===== src/rtl/vec_issue_pkg.sv =====
// -----------------------------------------------------------------------------
// vec_issue_pkg
// Shared types for the vector issue controller.
//   VEC_XLEN      : default instruction/operand width; issue_entry_t is built
//                   from it, so vec_issue_ctrl's XLEN must equal it.
//   issue_state_e : issue FSM states (IDLE / ISSUE / WAIT).
//   issue_entry_t : one queued instruction with its two scalar operands.
// -----------------------------------------------------------------------------
package vec_issue_pkg;

  localparam int VEC_XLEN = 32;

  typedef enum logic [1:0] {
    IDLE  = 2'd0,
    ISSUE = 2'd1,
    WAIT  = 2'd2
  } issue_state_e;

  typedef struct packed {
    logic [VEC_XLEN-1:0] inst;
    logic [VEC_XLEN-1:0] rs1;
    logic [VEC_XLEN-1:0] rs2;
  } issue_entry_t;

endpackage


===== src/rtl/vec_issue_fifo.sv =====
// -----------------------------------------------------------------------------
// vec_issue_fifo
// Synchronous FIFO with flush. The head word is visible on pop_data whenever
// the FIFO is non-empty (show-ahead). DEPTH must be a power of two, so the
// pointers wrap naturally.
// Ports:
//   clk, reset  : clock, asynchronous active-low reset
//   push        : write push_data (ignored when full or when flush is high)
//   pop         : advance the head (ignored when empty)
//   flush       : empty the FIFO at the next edge; wins over a same-cycle push
//   count       : occupancy, 0..DEPTH
//   full, empty : occupancy flags, derived from registered count only
// -----------------------------------------------------------------------------
module vec_issue_fifo #(
  parameter int WIDTH = 96,
  parameter int DEPTH = 4
) (
  input  logic                       clk,
  input  logic                       reset,
  input  logic                       push,
  input  logic [WIDTH-1:0]           push_data,
  input  logic                       pop,
  output logic [WIDTH-1:0]           pop_data,
  input  logic                       flush,
  output logic [$clog2(DEPTH):0]     count,
  output logic                       full,
  output logic                       empty
);

  localparam int AW = $clog2(DEPTH);

  logic [WIDTH-1:0] mem [DEPTH];
  logic [AW-1:0]    wr_ptr;
  logic [AW-1:0]    rd_ptr;
  logic             do_push;
  logic             do_pop;

  assign full     = (count == (AW+1)'(DEPTH));
  assign empty    = (count == '0);
  assign do_push  = push && !full && !flush;
  assign do_pop   = pop && !empty;
  assign pop_data = mem[rd_ptr];

  // NOTE: the storage array has no reset; only pointers and count define which
  // words are valid, and leaving the array out of reset lets it map to RAM.
  always_ff @(posedge clk) begin
    if (do_push) mem[wr_ptr] <= push_data;
  end

  always_ff @(posedge clk or negedge reset) begin
    if (!reset) begin
      wr_ptr <= '0;
      rd_ptr <= '0;
      count  <= '0;
    end else if (flush) begin
      wr_ptr <= '0;
      rd_ptr <= '0;
      count  <= '0;
    end else begin
      if (do_push) wr_ptr <= wr_ptr + 1'b1;
      if (do_pop)  rd_ptr <= rd_ptr + 1'b1;
      unique case ({do_push, do_pop})
        2'b10:   count <= count + 1'b1;
        2'b01:   count <= count - 1'b1;
        default: count <= count;
      endcase
    end
  end

endmodule


===== src/rtl/vec_issue_ctrl.sv =====
// -----------------------------------------------------------------------------
// vec_issue_ctrl
// Queues vector instructions (with rs1/rs2 values) from the scalar core and
// issues them one at a time to the non-pipelined vector datapath. An issued
// instruction stays in flight until vec_done.
// Configuration macro:
//   VEC_ISSUE_BYPASS_EN : a push arriving in IDLE with an empty queue loads the
//                         issue register directly (1-cycle latency) and never
//                         touches the queue. Undefined: all pushes are queued.
// Ports:
//   clk, reset                      : clock, asynchronous active-low reset
//   scl_valid/scl_ready             : scalar-side handshake (ready = not full)
//   scl_inst/rs1_data/rs2_data      : instruction and operand values
//   vec_valid/vec_ready             : datapath-side handshake
//   vec_inst/rs1_data/rs2_data      : issue register contents (flop outputs)
//   vec_done                        : completion pulse for the in-flight inst
//   flush                           : drop all queued, not-yet-issued entries
//   busy                            : FSM not IDLE or queue non-empty
//   q_count                         : queue occupancy
// -----------------------------------------------------------------------------
module vec_issue_ctrl
  import vec_issue_pkg::*;
#(
  parameter int XLEN   = VEC_XLEN,
  parameter int QDEPTH = 4
) (
  input  logic                      clk,
  input  logic                      reset,
  input  logic                      scl_valid,
  output logic                      scl_ready,
  input  logic [XLEN-1:0]           scl_inst,
  input  logic [XLEN-1:0]           scl_rs1_data,
  input  logic [XLEN-1:0]           scl_rs2_data,
  output logic                      vec_valid,
  input  logic                      vec_ready,
  output logic [XLEN-1:0]           vec_inst,
  output logic [XLEN-1:0]           vec_rs1_data,
  output logic [XLEN-1:0]           vec_rs2_data,
  input  logic                      vec_done,
  input  logic                      flush,
  output logic                      busy,
  output logic [$clog2(QDEPTH):0]   q_count
);

  issue_state_e state;
  issue_entry_t issue_q;
  issue_entry_t push_entry;
  issue_entry_t head_entry;
  logic         q_full;
  logic         q_empty;
  logic         push_acc;
  logic         fifo_push;
  logic         pop;
  logic         bypass;

  assign push_entry = '{inst: scl_inst, rs1: scl_rs1_data, rs2: scl_rs2_data};

  assign scl_ready = !q_full;
  assign push_acc  = scl_valid && scl_ready;

`ifdef VEC_ISSUE_BYPASS_EN
  // A flushed push is dropped, so it must not slip through the bypass either.
  assign bypass = push_acc && !flush && (state == IDLE) && q_empty;
`else
  assign bypass = 1'b0;
`endif

  assign fifo_push = push_acc && !bypass;

  // The head leaves the queue whenever the issue register is free: in IDLE,
  // or in WAIT on the completion pulse (back-to-back issue).
  assign pop  = !q_empty && ((state == IDLE) || ((state == WAIT) && vec_done));
  assign busy = (state != IDLE) || !q_empty;

  vec_issue_fifo #(
    .WIDTH ($bits(issue_entry_t)),
    .DEPTH (QDEPTH)
  ) u_fifo (
    .clk       (clk),
    .reset     (reset),
    .push      (fifo_push),
    .push_data (push_entry),
    .pop       (pop),
    .pop_data  (head_entry),
    .flush     (flush),
    .count     (q_count),
    .full      (q_full),
    .empty     (q_empty)
  );

  // NOTE: state, vec_valid and the issue register are updated together with
  // non-blocking assignments so every branch sees the pre-edge values.
  always_ff @(posedge clk or negedge reset) begin
    if (!reset) begin
      state     <= IDLE;
      vec_valid <= 1'b0;
      issue_q   <= '0;
    end else begin
      unique case (state)
        IDLE: begin
          if (pop) begin
            issue_q   <= head_entry;
            vec_valid <= 1'b1;
            state     <= ISSUE;
          end else if (bypass) begin
            issue_q   <= push_entry;
            vec_valid <= 1'b1;
            state     <= ISSUE;
          end
        end
        ISSUE: begin
          // Issue register holds steady until the datapath accepts it.
          if (vec_ready) begin
            vec_valid <= 1'b0;
            state     <= WAIT;
          end
        end
        WAIT: begin
          if (vec_done) begin
            if (pop) begin
              issue_q   <= head_entry;
              vec_valid <= 1'b1;
              state     <= ISSUE;
            end else begin
              state <= IDLE;
            end
          end
        end
        default: begin
          vec_valid <= 1'b0;
          state     <= IDLE;
        end
      endcase
    end
  end

  assign vec_inst     = issue_q.inst;
  assign vec_rs1_data = issue_q.rs1;
  assign vec_rs2_data = issue_q.rs2;

endmodule


===== config.mk =====
export PLATFORM = sky130hd
export DESIGN_NAME = vec_issue_ctrl
export DESIGN_NICKNAME = d
export VERILOG_FILES = /design/src/rtl/vec_issue_pkg.sv /design/src/rtl/vec_issue_fifo.sv /design/src/rtl/vec_issue_ctrl.sv
export SDC_FILE = /design/constraint.sdc
export NUM_CORES = 1
export LEC_CHECK = 0
export CAP_MARGIN = 10
export CORE_MARGIN = 3
export CORE_UTILIZATION = 25
export CTS_CLUSTER_DIAMETER = 100
export DETAILED_ROUTE_END_ITERATION = 10
export SLEW_MARGIN = 20
export SYNTH_ARGS = -nofsm -noshare
export SYNTH_HDL_FRONTEND = slang
export SYNTH_SLANG_ARGS = --single-unit
export TNS_END_PERCENT = 100

===== constraint.sdc =====
create_clock -name clk -period 6.8 [get_ports clk]
set_input_delay 0.68 -clock clk [delete_from_list [all_inputs] [get_ports clk]]
set_output_delay 0.68 -clock clk [all_outputs]
set_load 0.02 [all_outputs]

Word-level counts from Yosys, hierarchy flattened --
Memory sizes are Yosys's and may differ from the RTL's. Cells that the tools add are included.
Storage, ports and cells: memories 1, bits in writable memories 384, register bits 106, word-level logic and storage cells 62, input bits 102
Memory list:
- u_fifo.mem | words 4, bits a word 96, rd ports 1, clocked after memory_dff 0, write ports 1, line vec_issue_fifo.sv:32 | logic [WIDTH-1:0] mem [DEPTH];
Cells by class: $add $sub $neg 4, muxes and demuxes 20, equal/unequal tests 8, reduce and logical (&&, ||, !) cells 21
Operators with widths (number):
- 96-bit two-way mux | 2
- 96-bit one-hot mux with 2 select lines | 1
- 2-bit two-way mux | 7
- 2-bit nonzero test | 4
- 1-bit logical AND | 6
- 1-bit two-way mux | 6
- 2-bit one-hot mux with 3 select lines | 1
- 3-bit one-hot mux with 2 select lines | 1
- 2-bit by 1-bit adder with 2-bit output, second input constant | 2
- 2-bit by 1-bit equality test with 1-bit output, second input constant | 2
- 2-bit equality test, second input constant | 2
- 2-bit != test, second input constant | 2
- 2-bit AND reduction | 2
- 3-bit by 1-bit adder with 3-bit output, second input constant | 1
- 3-bit equality test, second input constant | 1
- 1-bit zero test | 3
- 3-bit zero test | 1
- 3-bit two-way mux | 1
- 1-bit one-hot mux with 3 select lines | 1
- 3-bit AND reduction | 1
- 3-bit nonzero test | 1
- 3-bit by 1-bit subtractor with 3-bit output, second input constant | 1
- 2-bit zero test | 1
- 1-bit logical OR | 2
- 2-bit by 1-bit != test with 1-bit output, second input constant | 1

Longest topological paths before layout --
Gate-level depths: netlist of run 1.
depth in word-level cells 8, mapped depth 9

Hierarchy --
From an unflattened synthesis of run 1, not the netlist that was laid out.
Second synthesis, totals: cell total of the unflattened synthesis 775, area total of the unflattened synthesis 18186.2 sq um
Modules (own cells, without submodules):
- vec_issue_fifo | sequential area each 11706.2 sq um, times used 1, cells an instance 553, area an instance 14350.0 sq um
- vec_issue_ctrl | sequential area each 2477.4 sq um, times used 1, cells an instance 222, area an instance 3836.2 sq um

Worst setup path after synthesis of run 1 --
Ideal clock, no wire load.
kind register to register, from register u_fifo.count[0], to memory u_fifo.mem[0][0] (enable), cell stages (with the launch flop) 5, period minus slack after synthesis 3.806 ns, path buffers 1, path slack 2.994 ns, data arrival time 3.340 ns, library setup time 0.466 ns, data required time 6.334 ns, path through dfrtp_1 or3b_1 buf_2 and3b_1 and2_1
Between the ends: cells in the longest elaborated chain, start to end 7
Ends and longest elaborated chain:
- start, declared | line vec_issue_fifo.sv:25 | output logic [$clog2(DEPTH):0] count,
- start signal, assigned | line vec_issue_fifo.sv:63 | 2'b10: count <= count + 1'b1;
- start signal, assigned | line vec_issue_fifo.sv:64 | 2'b01: count <= count - 1'b1;
- start signal, assigned | line vec_issue_fifo.sv:65 | default: count <= count;
- 3-bit equality test * | line vec_issue_fifo.sv:38 | assign full = (count == (AW+1)'(DEPTH));
- 1-bit zero test * | line vec_issue_ctrl.sv:58 | assign scl_ready = !q_full;
- net scl_ready | line vec_issue_ctrl.sv:30 | output logic scl_ready,
- 1-bit logical AND | line vec_issue_ctrl.sv:59 | assign push_acc = scl_valid && scl_ready;
- 1-bit logical AND * (2 in series) | line vec_issue_fifo.sv:40 | assign do_push = push && !full && !flush;
- 1-bit two-way mux * | line vec_issue_fifo.sv:47 | if (do_push) mem[wr_ptr] <= push_data;
- 1-bit two-way mux (not written as such) * | line vec_issue_fifo.sv:47
- end, declared | line vec_issue_fifo.sv:32
Mark *: on every way through the listed nets, which the timed path passes. The rest lies on a longest branch.

Worst setup path in the final report of run 1 --
from input port flush, to memory u_fifo.mem[3][31] (enable)
Between the ends: cells in the longest elaborated chain, start to end 4
Ends and longest elaborated chain:
- start, declared | line vec_issue_ctrl.sv:40 | input logic flush,
- 1-bit zero test | line vec_issue_fifo.sv:40
- 1-bit logical AND | line vec_issue_fifo.sv:40
- 1-bit two-way mux | line vec_issue_fifo.sv:47
- 1-bit two-way mux (not written as such) | line vec_issue_fifo.sv:47
Every way passes these cells.

==> results.toml, run 1 <==
[outcome]
status = "finished clean"

[grt]
track_usage_pct = 10.4
grt_pass1_vias = 9206
grt_max_degree = 65
antenna_found_initial = 7
grt_pass1_wl_mm = 58.6
grt-ovfl-total = 0

[final_layout]
stdcell_count = 1990
drive_gt1_share_pct = 28.7
final_core_util_pct = 32.4
synthToLayoutAreaGrowth_pct = 27.2
final_net_count = 1109
seq_area_sq_mm = 0.0142
fill_cells = 6699
multiInputGateArea_sq_mm = 0.00362

[setup_path]
worstPathArrival_ns = 3.27
criticalPathCategory = "input pin to flop"
critPathLaunchType = "input pin"
crit_path_max_fanout = 55
cp_data_required_time_ns = 6.99
end_kind = "flop"

[routing]
drc = 0
wire_per_inst_um = 19.5
ant_nets = 0
drt_first_pass_iters = 4
drt_wl_total_mm = 38.9
vias = 8286
via_per_inst = 4.16
drt_iter0_drc = 499

[job]
maxCapViolCount = 0

[floorplan]
dieHeight_um = 275
die_area_sq_mm = 0.0754
ios = 204
start_util_pct = 25.5
num_rows = 97
die_x_um = 275
core_area_sq_mm = 0.0708

[synth]
ys.warnings.count = 0
synth.cell_area_sq_mm = 0.0180
yosysSeqAreaShare_pct = 78.7
syn_area_per_cell_sq_um = 23.5
synth_cell_types = 34
syn_inst = 769
synth-seq-cells = 490
syn-num-nets = 876

[power]
total_power_uw = 9770
vdd_ir_drop_max_uv = 382
power_density_mw_per_mm2 = 426
p_leak_uw = 0.00751

[timing]
fin_skew_ns = 0.0256
setup_viol = 0
worst_pin_slew_ns = 1.05
whs_ns = 0.0385
fmax_mhz = 324
slew_viol_final = 0
hold_violations = 0
fin_tns_setup_ns = 0
fin_crit_ns = 3.08
rsz0062_at_grt = "no"
layout_worst_path_cycle_share_pct = 45.3
maxSlewHeadroom_pct = 30.3

[clock_network]
path_clk_slew_ns = 0.06
post_cts_resized = 0
clockBufferDepth = 3
cts-root-buf = "clkbuf_16"
clock_sinks = 490
cts_tree = "done"
clk_latency_ns = 0.58
post_cts_buffers = 0
numCtsBuffers = 54
postCtsHoldBufs = 0
htree_levels = 2

[worst_hold_path]
hp-class = "input pin to asynchronous set/reset pin"

[placement]
detailed_place_hpwl_mm = 23.0
dp.cells = 1886
gp_congestion = 0.700
portBuffers = 203
## per-stage QoR
step | area, sq um | worst slack (ns)
3_3_place_gp | 21100 | 3.13
2_1_floorplan | 18000 | 2.99
4_1_cts | 22900 | 3.69
3_5_place_dp | 21100 | 3.05
6_report | 22900 | 3.72
5_1_grt | 22900 | 3.57
## worst paths after layout
kind / slack (ns) / endpoint / cells after the start / startpoint
max: 3.72 / u_fifo.mem[3][31] / 4 / flush
min: 0.04 / vec_rs2_data[4] / 1 / reset
max reg2reg: 3.79 / u_fifo.mem[3][31] / 4 / u_fifo.count[0]
min reg2reg: 0.50 / vec_inst[4] / 1 / vec_inst[4]
max in group asynchronous: 5.32 / u_fifo.rd_ptr[1] / 2 / reset
min in group clk: 0.50 / vec_inst[4] / 1 / vec_inst[4]
## cells in the mapped netlist
library cell    n  area share, %
nand2_1         4          0.083
mux4_2         96             12
xor2_2          1          0.090
o21ai_0         2          0.056
ha_1            4           0.28
nand3_1         2          0.056
edfxtp_1      384             64
nand2b_1        2          0.069
clkbuf_1       10           0.21
buf_8           1          0.083
dfrtp_1       106             15
mux2_2         96            6.0
buf_6           1          0.062
buf_12          2           0.22
buf_2          12           0.33
mux2i_1         1          0.056
nor3_2          2           0.11
xnor2_1         3           0.15
inv_1           2          0.042
fa_1            1           0.11
and2_1          4           0.14
buf_4          10           0.42
or3b_1          1          0.049
a21o_1          1          0.042
nor2_1          8           0.17
nor4_1          1          0.035
a21oi_1         1          0.028
nand2_2         1          0.035
a2bb2oi_1       1          0.049
mux2_1          2           0.12
and3b_1         1          0.049
o21a_1          1          0.042
nor4b_1         1          0.049
nor2b_1         4           0.14
## placed cells by master (no fill, tap or decap), types with 3 or more instances in the layout
cell type and count:
mux4_2 96, and2_4 4, buf_4 10, edfxtp_1 384
clkbuf_16 57, clkinv_1 4, clkbuf_1 10, dfrtp_1 104
ha_1 4, nor2b_1 4, clkdlybuf4s50_1 202, clkinv_2 9
bufinv_16 3, clkbuf_8 9, xnor2_1 3, clkinvlp_4 3
nand2_1 4, nor2_1 8, mux2_2 96, clkinv_4 4
## report_power, final
group / internal (uW) / total [uW] / leakage (uW) / switching, uW
logic: 1520 / 2820 / 0.00188 / 1300
registers: 3730 / 4040 / 0.00474 / 309
clock network: 1750 / 2910 / 0.000895 / 1160
total: 7000 / 9770 / 0.00751 / 2770
## registers in the layout, indices dropped and copies added, names as in the netlist
signal,flops
u_fifo.mem,384
vec_valid,1
u_fifo.count,3
u_fifo.wr_ptr,2
vec_rs1_data,32
vec_inst,32
u_fifo.rd_ptr,2
state,2
vec_rs2_data,32
## cell type report
cell class / instances / share of cell area [%]
Timing Repair Buffer: 213 / 9.19
Tap cell: 940 / 5.13
Inverter: 2 / 0.0327
Sequential cell: 490 / 61.9
Antenna cell: 2 / 0.0218
Multi-Input combinational cell: 241 / 15.8
Clock buffer: 76 / 6.92
Clock inverter: 26 / 1.03
## layer usage
layer | up-vias | track usage, % | wire length [um]
li1 | 3620 | - | -
met1 | 4385 | 13.9 | 16900
met2 | 212 | 16.6 | 18600
met3 | 61 | 3.29 | 2710
met4 | 8 | 2.50 | 694
met5 | - | 0 | 57
## critical path, cell delays in order
cell and delay (ns):
clkdlybuf4s50_1 0.59, and3b_1 0.42, and2_4 0.82, buf_4 0.71
## kinds of logic after synthesis
logic type	after synthesis	synth area share [%]
flip-flops	490	78.7
multiplexers	195	18.2
buffers and inverters	38	1.37
AND/OR/NAND/NOR	31	0.978
AO/OA/AOI/OAI	6	0.215
adder cells (fa/ha/maj)	5	0.389
XOR/XNOR	4	0.236
Power figures use the tool's default switching activity.
==> run 2, diff against run 1 <==
clock period = 3.1 ns   (was 6.8 ns; I/O delays follow)
==> run 2 against run 1 <==
Net effect: critical path type is now flop to primary output; non-clock buffer count rose by 9; first-iteration DRC count rose by 0.60%; sequential share of layout area fell by 0.62 points; register-to-register slack got worse by 3.0 ns; largest cell class unchanged; via count rose by 1.8%; largest power group unchanged; total power rose by 120%.
==> results.toml, run 2 (same netlist as run 1, synthesis figures left out) <==
[outcome]
status = "finished clean"

[worst_hold_path]
hp-class = "input pin to asynchronous set/reset pin"

[power]
vdd_ir_drop_max_uv = 883
p_leak_uw = 0.00759
power_density_mw_per_mm2 = 936

[floorplan]
die_area_sq_mm = 0.0754
start_util_pct = 25.5
die_x_um = 275
num_rows = 97
dieHeight_um = 275
core_area_sq_mm = 0.0708
ios = 204

[setup_path]
path_cells = "or3b_1 > clkdlybuf4s50_1"
slowest_stage = "clkdlybuf4s50_1"
r2r_cells = 7
regToRegSetupSlack_ns = 0.79
cp_num_buf_inv = 1
slowest_delay_ns = 0.59
critPathLaunchType = "flop"
end_kind = "primary output"
critical-path-top-delay-family = "buffers and inverters"
crit_path_max_fanout = 5
cp_data_required_time_ns = 2.79
r2r_end = "u_fifo.count[2]"
criticalPathCategory = "flop to primary output"
r2r_start = "u_fifo.count[2]"
worstPathArrival_ns = 2.09

[placement]
detailed_place_hpwl_mm = 21.6
gp_congestion = 0.672
place_area_sq_mm = 0.0213
dp.cells = 1894
portBuffers = 203

[routing]
ant_nets = 0
vias = 8434
drt_iter0_drc = 502
drt_first_pass_iters = 4
drc = 0
via_per_inst = 4.23
wire_per_inst_um = 19.3
drt_wl_total_mm = 38.5

[timing]
fmax_mhz = 416
maxSlewHeadroom_pct = 47.0
setup_viol = 0
hold_violations = 0
layout_worst_path_cycle_share_pct = 77.5
whs_ns = 0.362
fin_skew_ns = 0.0149
fin_crit_ns = 2.40
worst_pin_slew_ns = 0.795
slew_viol_final = 0
rsz0062_at_grt = "no"
fin_tns_setup_ns = 0

[job]
maxCapViolCount = 0

[final_layout]
largest_reg_flops = 384
drive_gt1_share_pct = 29.2
fin_area_sq_mm = 0.0232
most-common-layout-cells = "edfxtp_1 (384), clkdlybuf4s50_1 (202), dfrtp_1 (104)"
synthToLayoutAreaGrowth_pct = 28.4
final_net_count = 1117
final_core_util_pct = 32.7
stdcell_count = 1993
regMostFlops = "u_fifo.mem"
fill_cells = 6665
final_common_cell = "edfxtp_1"

[clock_network]
post_cts_buffers = 0
cts-root-buf = "clkbuf_16"
post_cts_resized = 0
clockBufferDepth = 3
postCtsHoldBufs = 1
path_clk_slew_ns = 0.06
numCtsBuffers = 53
clk_latency_ns = 0.57
htree_levels = 2
cts_tree = "done"
clock_sinks = 490

[grt]
grt_max_degree = 102
antenna_found_initial = 3
grt_pass1_vias = 9238
grt-ovfl-total = 0
track_usage_pct = 10.2
grt_pass1_wl_mm = 57.8
run 2: cell types whose count changed in the layout (fill, tap and decap cells not counted), sizes merged:
cell | previous run | this run
buf | 11 | 19
bufinv | 3 | 8
clkbuf | 76 | 67
clkinv | 17 | 13
clkinvlp | 3 | 5
diode | 2 | 1
dlygate4sd3 | 0 | 1
inv | 5 | 6
run 2: per-layer routing:
layer	vias up	GRT usage, %	wire, um
met5	-	0	11
met4	2	2.78	796
met3	50	2.97	2640
met2	212	16.4	18400
met1	4537	13.7	16700
li1	3633	-	-
run 2: report_power, final:
part	switching, uW	internal (uW)
sequential	544	8180
combinational	2980	3400
clock	2560	4000
total	6090	15600
run 2: worst reg2reg max path, stage by stage, from the launching register on:
cell and delay [ns]:
dfrtp_1 0.44, or3b_1 0.29, and3b_1 0.29, nor2b_1 0.09, fa_1 0.39, nor4_1 0.29, a2bb2oi_1 0.11, mux2_1 0.31
run 2: how the worst max path moves through the flow:
stage                                   to       startpoint  slack (ns)  cells past startpoint
after detailed placement   u_fifo.count[2]            flush        0.52                      7
final                            scl_ready  u_fifo.count[1]        0.70                      2
after global routing             scl_ready  u_fifo.count[1]        0.57                      2
after global placement     u_fifo.count[2]            flush        0.51                      7
after CTS                        scl_ready  u_fifo.count[1]        0.63                      2
after floorplan           u_fifo.mem[0][0]  u_fifo.count[0]        0.36                      4
run 2: cell type report:
type                    count  area [sq um]  share of cell area, %
flip-flops and latches    490         14200                   61.3
multi-input cells         241          3620                   15.6
repair buffers            222          2330                   10.1
clock buffers              67          1460                   6.30
well taps                 940          1180                   5.08
clock inverters            30           379                   1.64
inverters                   2          7.51                 0.0324
diodes                      1          2.50                 0.0108
run 2: metrics by stage:
| stage | setup WS, ns | power, uW |
|---|---|---|
| 4_1_cts | 0.630 | 22100 |
| 3_3_place_gp | 0.508 | 15300 |
| 5_1_grt | 0.569 | 22800 |
| 6_report | 0.697 | 21700 |
| 2_1_floorplan | 0.358 | 12900 |
| 3_5_place_dp | 0.516 | 15400 |
==> run 3, diff against run 2 <==
clock period = 2.3 ns   (was 3.1 ns; I/O delays follow)
==> run 3 against run 2 <==
Net effect: die area unchanged; critical path type unchanged; critical endpoint unchanged; sequential share of layout area shrank 0.69 points; routed wire length grew 4.5%; largest cell class unchanged.
==> results.toml, run 3 (same netlist as run 1, synthesis figures left out) <==
[routing]
drt_wl_total_mm = 40.3
vias = 8479
drt_first_pass_iters = 4
drc = 0
ant_nets = 0
drt_iter0_drc = 407
via_per_inst = 4.20
wire_per_inst_um = 20.0

[clock_network]
htree_levels = 2
cts_tree = "done"
cts-root-buf = "clkbuf_16"
path_clk_slew_ns = 0.06
clock_sinks = 490
numCtsBuffers = 55
clk_latency_ns = 0.59
clockBufferDepth = 3

[setup_path]
end_kind = "primary output"
worstPathArrival_ns = 1.96
critPathLaunchType = "flop"
crit_path_max_fanout = 5
startpoint = "u_fifo.count[1]"
r2r_start = "u_fifo.count[1]"
cp_data_required_time_ns = 2.07
criticalPathCategory = "flop to primary output"

[timing]
maxSlewHeadroom_pct = 59.7
hold_violations = 0
setup_viol = 0
worst_pin_slew_ns = 0.605
fmax_mhz = 457
layout_worst_path_cycle_share_pct = 95.2
fin_tns_setup_ns = 0
fin_crit_ns = 2.19
fin_ws_ns = 0.110
rsz0062_at_grt = "no"
slew_viol_final = 0
fin_skew_ns = 0.0229

[final_layout]
drive_gt1_share_pct = 30.7
largest_reg_flops = 384
final_net_count = 1137
most-common-layout-cells = "edfxtp_1 (384), clkdlybuf4s50_1 (200), dfrtp_1 (101)"
synthToLayoutAreaGrowth_pct = 29.9
final_common_cell = "edfxtp_1"
stdcell_count = 2018
regMostFlops = "u_fifo.mem"

[placement]
gp_congestion = 0.710
detailed_place_hpwl_mm = 23.3
portBuffers = 203
dp_slack_ns = -0.0588
dp.cells = 1911

[grt]
grt_max_degree = 67
track_usage_pct = 10.8
grt_pass1_vias = 9464
antenna_found_initial = 5
grt_pass1_wl_mm = 60.6
grt-ovfl-total = 0

[floorplan]
num_rows = 97
die_area_sq_mm = 0.0754
start_util_pct = 25.5
core_area_sq_mm = 0.0708
dieHeight_um = 275
die_x_um = 275
ios = 204

[power]
p_leak_uw = 0.00771
p_comb_share_pct = 30.5
p_int_uw = 21200
power.switching_uw = 8360
swShare_pct = 28.3
power_density_mw_per_mm2 = 1260
clkPwrFrac_pct = 29.7
seqPwrFrac_pct = 39.8
vdd_ir_drop_max_uv = 953

[job]
maxCapViolCount = 0

[worst_hold_path]
hp-class = "input pin to asynchronous set/reset pin"

[outcome]
status = "finished clean"
run 3: cell count changes in the layout (fill, tap and decap cells not counted), moves of 3 or more:
cell | previous run | this run
dfrtp_1 | 104 | 101
clkbuf_16 | 53 | 57
clkbuf_8 | 8 | 5
clkinv_1 | 5 | 2
clkbuf_1 | 6 | 14
buf_4 | 6 | 15
buf_12 | 12 | 21
bufinv_16 | 8 | 5
dfrtp_2 | 0 | 3
inv_6 | 4 | 1
run 3: layer usage:
metal | track usage, % | vias to the layer above | wire length [um]
li1 | - | 3672 | -
met1 | 13.7 | 4537 | 17400
met2 | 17.9 | 191 | 19600
met3 | 3.22 | 73 | 2490
met4 | 2.85 | 6 | 841
met5 | 0 | - | 40
run 3: critical path: stages, from the launching register on:
cell	delay, ns
dfrtp_2	0.46
or3b_1	0.41
buf_4	0.18
dlygate4sd2_1	0.32
run 3: final cells by class:
cell class,instances,area [sq um]
inverters,2,7.51
clock buffers,76,1550
clock inverters,26,290
diodes,3,7.51
well taps,940,1180
flip-flops and latches,490,14200
fillers,6689,47300
repair buffers,240,2580
multi-input cells,241,3630
run 3: what timing repair did:
action                                 4_1_cts  5_1_grt
setup buffers                                0        1
pin swaps                                    0        1
setup endpoints to repair                    1        2
gates resized for setup                      1        2
endpoints found under the hold margin       42        0
hold buffers                                 1        0
run 3: through the flow:
step	utilization, %	hold slack, ns	instance area [sq um]	total power (uW)
final	33.1	0.241	23400	29500
after global routing	33.1	0.245	23400	31100
after global placement	30.5	0.274	21600	21000
after floorplan	-	-0.0656	18100	17400
after detailed placement	30.5	0.278	21600	21200
after CTS	33.1	0.217	23400	30200
run 3: path summary, 6_finish.rpt:
check	end	slack, ns	cells past startpoint
max in group asynchronous	vec_rs2_data[26]	1.40	3
setup / recovery	scl_ready	0.11	3
min in group clk	u_fifo.mem[3][44]	0.27	1
hold reg to reg	vec_valid	0.50	1
setup reg to reg	u_fifo.count[2]	0.11	7
hold / removal	vec_rs2_data[5]	0.24	2
run 3: power by group through the flow:
stage                     Combinational [uW]  Clock, uW  Sequential, uW
after floorplan                         4580          0           12800
after global placement                  9110          0           11900
after detailed placement                9230          0           12000
after CTS                               9250       9160           11800
after global routing                    9670       9530           11900
final                                   9000       8780           11700
